[config.mk]
export PLATFORM = sky130hd
export DESIGN_NAME = fsm_project
export DESIGN_NICKNAME = d
export VERILOG_FILES = /design/src/rtl/fsm_project.sv
export SDC_FILE = /design/constraint.sdc
export NUM_CORES = 1
export LEC_CHECK = 0
export CORE_AREA = 2 2 39 41
export CTS_BUF_LIST = sky130_fd_sc_hd__clkbuf_4 sky130_fd_sc_hd__clkbuf_8
export DETAILED_ROUTE_END_ITERATION = 8
export DIE_AREA = 0 0 41 43
export GPL_TIMING_DRIVEN = 1
export PLACE_DENSITY = 0.72
export SLEW_MARGIN = 20
export SYNTH_ARGS = -nofsm -noshare
export SYNTH_HDL_FRONTEND = slang
export SYNTH_SLANG_ARGS = --single-unit
[constraint.sdc]
create_clock -name clockf -period 1.6 [get_ports clockf]
set_input_delay 0.24 -clock clockf [delete_from_list [all_inputs] [get_ports clockf]]
set_output_delay 0.24 -clock clockf [all_outputs]
set_load 0.02 [all_outputs]
[src/rtl/fsm_project.sv]
// Packet-control FSM for the 1x3 router: sequences header decode, payload
// load, FIFO-full stall and parity handling, and drives the register-stage strobes.
//
// state               | meaning
// DECODE_ADDRESS     0| idle; waiting for a valid header byte
// LOAD_FIRST_DATA    1| header accepted, source stalled for one cycle
// LOAD_DATA          2| streaming payload into the addressed FIFO
// FIFO_FULL_STATE    3| addressed FIFO full, writes stalled
// LOAD_AFTER_FULL    4| resume after stall, write the held byte
// LOAD_PARITY        5| write the parity byte
// CHECK_PARITY_ERROR 6| parity compare in the register stage
// WAIT_TILL_EMPTY    7| destination FIFO still draining a previous packet
module fsm_project (
  input  logic       clockf,
  input  logic       resetnf,
  input  logic       pkt_valid,
  input  logic [1:0] data_in,
  input  logic       fifo_full,
  input  logic       fifo_empty_0,
  input  logic       fifo_empty_1,
  input  logic       fifo_empty_2,
  input  logic       soft_reset_0,
  input  logic       soft_reset_1,
  input  logic       soft_reset_2,
  input  logic       parity_done,
  input  logic       low_pkt_valid,
  output logic       detect_add,
  output logic       lfd_state,
  output logic       ld_state,
  output logic       laf_state,
  output logic       full_state,
  output logic       rst_int_reg,
  output logic       write_enb_reg,
  output logic       busy,
  output logic [2:0] state_out
);

  typedef enum logic [2:0] {
    DECODE_ADDRESS     = 3'd0,
    LOAD_FIRST_DATA    = 3'd1,
    LOAD_DATA          = 3'd2,
    FIFO_FULL_STATE    = 3'd3,
    LOAD_AFTER_FULL    = 3'd4,
    LOAD_PARITY        = 3'd5,
    CHECK_PARITY_ERROR = 3'd6,
    WAIT_TILL_EMPTY    = 3'd7
  } state_t;

  state_t     r_state;
  state_t     w_next;
  logic [1:0] r_addr;
  logic       w_hdr_ok;
  logic       w_empty_hdr;
  logic       w_empty_lat;
  logic       w_soft_lat;

  assign w_hdr_ok = pkt_valid && (data_in != 2'd3);

  // Empty flag of the FIFO named by the incoming header byte.
  always_comb begin
    w_empty_hdr = 1'b0;
    case (data_in)
      2'd0:    w_empty_hdr = fifo_empty_0;
      2'd1:    w_empty_hdr = fifo_empty_1;
      2'd2:    w_empty_hdr = fifo_empty_2;
      default: w_empty_hdr = 1'b0;
    endcase
  end

  // Address 3 is never latched, so its default is unreachable.
  always_comb begin
    w_empty_lat = 1'b0;
    w_soft_lat  = 1'b0;
    case (r_addr)
      2'd0: begin
        w_empty_lat = fifo_empty_0;
        w_soft_lat  = soft_reset_0;
      end
      2'd1: begin
        w_empty_lat = fifo_empty_1;
        w_soft_lat  = soft_reset_1;
      end
      2'd2: begin
        w_empty_lat = fifo_empty_2;
        w_soft_lat  = soft_reset_2;
      end
      default: begin
        w_empty_lat = 1'b0;
        w_soft_lat  = 1'b0;
      end
    endcase
  end

  always_ff @(posedge clockf) begin
    if (!resetnf) begin
      r_state <= DECODE_ADDRESS;
      r_addr  <= 2'd0;
    end else begin
      r_state <= w_next;
      if ((r_state == DECODE_ADDRESS) && w_hdr_ok)
        r_addr <= data_in;
    end
  end

  always_comb begin
    w_next = r_state;
    if (w_soft_lat) begin
      w_next = DECODE_ADDRESS;
    end else begin
      case (r_state)
        DECODE_ADDRESS: begin
          if (w_hdr_ok)
            w_next = w_empty_hdr ? LOAD_FIRST_DATA : WAIT_TILL_EMPTY;
        end
        LOAD_FIRST_DATA: w_next = LOAD_DATA;
        LOAD_DATA: begin
          if (fifo_full)
            w_next = FIFO_FULL_STATE;
          else if (!pkt_valid)
            w_next = LOAD_PARITY;
        end
        FIFO_FULL_STATE: begin
          if (!fifo_full)
            w_next = LOAD_AFTER_FULL;
        end
        LOAD_AFTER_FULL: begin
          if (parity_done)
            w_next = DECODE_ADDRESS;
          else if (low_pkt_valid)
            w_next = LOAD_PARITY;
          else
            w_next = LOAD_DATA;
        end
        LOAD_PARITY: w_next = CHECK_PARITY_ERROR;
        CHECK_PARITY_ERROR: begin
          w_next = fifo_full ? FIFO_FULL_STATE : DECODE_ADDRESS;
        end
        WAIT_TILL_EMPTY: begin
          if (w_empty_lat)
            w_next = LOAD_FIRST_DATA;
        end
        default: w_next = DECODE_ADDRESS;
      endcase
    end
  end

  // Pure Moore decode of the registered state.
  assign detect_add    = (r_state == DECODE_ADDRESS);
  assign lfd_state     = (r_state == LOAD_FIRST_DATA);
  assign ld_state      = (r_state == LOAD_DATA);
  assign laf_state     = (r_state == LOAD_AFTER_FULL);
  assign full_state    = (r_state == FIFO_FULL_STATE);
  assign rst_int_reg   = (r_state == CHECK_PARITY_ERROR);
  assign write_enb_reg = (r_state == LOAD_DATA) || (r_state == LOAD_PARITY) ||
                         (r_state == LOAD_AFTER_FULL);
  assign busy          = (r_state != DECODE_ADDRESS) && (r_state != LOAD_DATA);
  assign state_out     = r_state;

endmodule

==> results.ini <==
[drt]
dr.first_iter.drc_count = 4
wl_per_cell_um = 12.2
drcViolationCount = 0
ant_nets = 0
first_pass_iters = 3
wl_mm = 1.42
viasPerCell = 5.03
vias = 588

[clocking]
clock_latency_ns = 0.24
clockBufferDepth = 2
cts_buffers = 3
cts_sinks = 5
cts_tree = yes
post_cts_buffers = 0
clk_pin_slew_ns = 0.05
ctsHoldBuffers = 0
root_buffer = clkbuf_4
h-tree-depth = 1

[sta]
period_share_pct = 95.9
worst_pin_slew_ns = 0.237
finalSetupViolCount = 0
rsz0062_at_grt = no
drv_slew = 0
min_period_ns = 1.54
max_freq_mhz = 651
finalHoldViolations = 0
setup_ws_ns = 0.0649
relSlewSlack_pct = 84.2
worst_clock_skew_ns = 0.00327

[synthesis]
syn_area_um2 = 455
syn_inst = 60
synth-main-ff-cell = dfxtp_1
syn-num-nets = 74
synth-seq-area-share_pct = 22.0
yosysWarningCount = 0
avgSynthCellArea_um2 = 7.59
synth_cell_type_count = 32
yosys_register_bits = 5
synthArstFlopShare_pct = 0
synth_edf_count = 0

[pwr]
p_total_mw = 0.694
p_clk_share_pct = 24.0
power_frac_seq_pct = 24.8
power.switching_mw = 0.245
internal_power_mw = 0.449
power_density_mw_per_mm2 = 809
combPwrFrac_pct = 51.2
vdd_drop_max_uv = 582
power_leakage_nw = 0.423
p_sw_share_pct = 35.3

[finish]
ff_latch_area_um2 = 104
n_antenna_cell = 0
nFillCells = 135
final_nets = 116
multiInputGateArea_um2 = 332
drive_above_1_share_pct = 26.7
fin_area_um2 = 857
area_delta_synth_final_pct = 88.2

[floorplan]
design.core.area_mm2 = 0.00138
start_util_pct = 32.9
die_height_um = 43
ios = 25
die_x_um = 41
rows = 14
fp.dieArea_mm2 = 0.00176

[worst_setup_path]
r2r_setup_slack_ns = 0.09
path_class = flop to output pin
cp_max_fo = 8
critPathBufInv = 2
cp-end-kind = output pin
critPathArrivalTime_ns = 1.30
start_kind = flop
critPathMaxStageDelay_ns = 0.35
crit_chain = buf_4 > or2_1 > dlygate4sd2_1
slowest_stage = dfxtp_2
cp.required_ns = 1.36
crit_family = buffers and inverters

[placed_design]
gp_congestion = 0.743
place_ws_ns = -0.0676
port_buffers = 24
placed_area_um2 = 832
post-dp-hpwl_mm = 1.19

[global_routing]
grt.total_usage_pct = 19.9
grt_pass1_wl_mm = 2.40
grt_max_degree = 12
overflow = 0
antenna_found_initial = 0
grt_pass1_vias = 592

[run]
drv_cap = 0

[outcome]
outcome = finished clean

[min_path]
hold_path_class = primary input to flop

## area by class of cell
class | instances | area share [%]
Clock buffer | 4 | 3.50
Inverter | 2 | 0.876
Multi-Input combinational cell | 50 | 38.7
Sequential cell | 5 | 12.1
Tap cell | 16 | 2.34
Timing Repair Buffer | 40 | 42.5
## synthesized netlist by cell type, types with 2 or more instances
| cell | number | area, µm² |
|---|---|---|
| a21oi_1 | 3 | 15.0 |
| inv_1 | 2 | 7.51 |
| o221a_2 | 2 | 22.5 |
| nor2_1 | 9 | 33.8 |
| nand2b_1 | 4 | 25.0 |
| nand2_1 | 4 | 15.0 |
| mux2i_1 | 3 | 30.0 |
| nor2b_1 | 3 | 18.8 |
| dfxtp_1 | 5 | 100 |
| buf_2 | 2 | 10.0 |
| nand3b_1 | 2 | 15.0 |
## power by group through the flow
stage	clock, mW	sequential (mW)	combinational (mW)
after global placement	0	0.171	0.373
after detailed placement	0	0.172	0.381
after floorplan	0	0.167	0.177
final	0.167	0.172	0.355
after CTS	0.171	0.172	0.361
after global routing	0.184	0.176	0.385
## layer usage
| metal | track usage (%) | part of all wire (%) | up-vias |
|---|---|---|---|
| met3 | 7.85 | 3.9 | 0 |
| met4 | 2.00 | 0 | 0 |
| met2 | 34.4 | 56 | 14 |
| met1 | 22.6 | 40 | 274 |
| li1 | - | - | 300 |
| met5 | 0 | 0 | - |
## registers in the layout, indices dropped and copies added (netlist names)
signal	flops
r_addr	2
state_out	3
## placed cells by master (no fill, tap or decap), types with 2 or more instances in the layout
| cell | count |
|---|---|
| a21oi_1 | 3 |
| buf_4 | 15 |
| clkbuf_4 | 4 |
| clkdlybuf4s50_1 | 14 |
| dfxtp_1 | 2 |
| dfxtp_2 | 3 |
| dlygate4sd2_1 | 7 |
| dlymetal6s2s_1 | 2 |
| inv_1 | 2 |
| mux2i_1 | 3 |
| nand2_1 | 4 |
| nand2b_1 | 4 |
| nand3b_1 | 2 |
| nor2_1 | 9 |
| nor2b_1 | 3 |
| o221a_2 | 2 |
## final timing paths
| check | to | depth (start not counted) | start |
|---|---|---|---|
| worst max-delay path | busy | 3 | state_out[2] |
| worst min-delay path | r_addr[0] | 2 | resetnf |
| worst max register to register | state_out[1] | 7 | state_out[1] |
| worst min register to register | r_addr[0] | 1 | r_addr[0] |
## cell families (layout without fill, tap and decap cells)
logic type	Yosys count	count (layout)	synth area share [%]
simple gates	28	28	32.4
compound gates	19	19	32.7
buf+inv	5	46	6.32
mux	3	3	6.59
flops	5	5	22.0
## through the flow
step / hold slack (ns) / TNS, ns / utilization (%) / std cells
5_1_grt: 0.631 / 0 / 61.9 / 117
2_1_floorplan: 0.387 / 0 / - / 60
3_5_place_dp: 0.619 / -0.110 / 60.1 / 113
3_3_place_gp: 0.616 / -0.0306 / 60.1 / 113
6_report: 0.626 / 0 / 61.9 / 117
4_1_cts: 0.620 / 0 / 61.8 / 117
## timing repair
action	in CTS	in global routing
cloned	0	0
resized for setup	11	5
endpoints found under the setup margin	11	3
(Power assumes the default switching activity.)
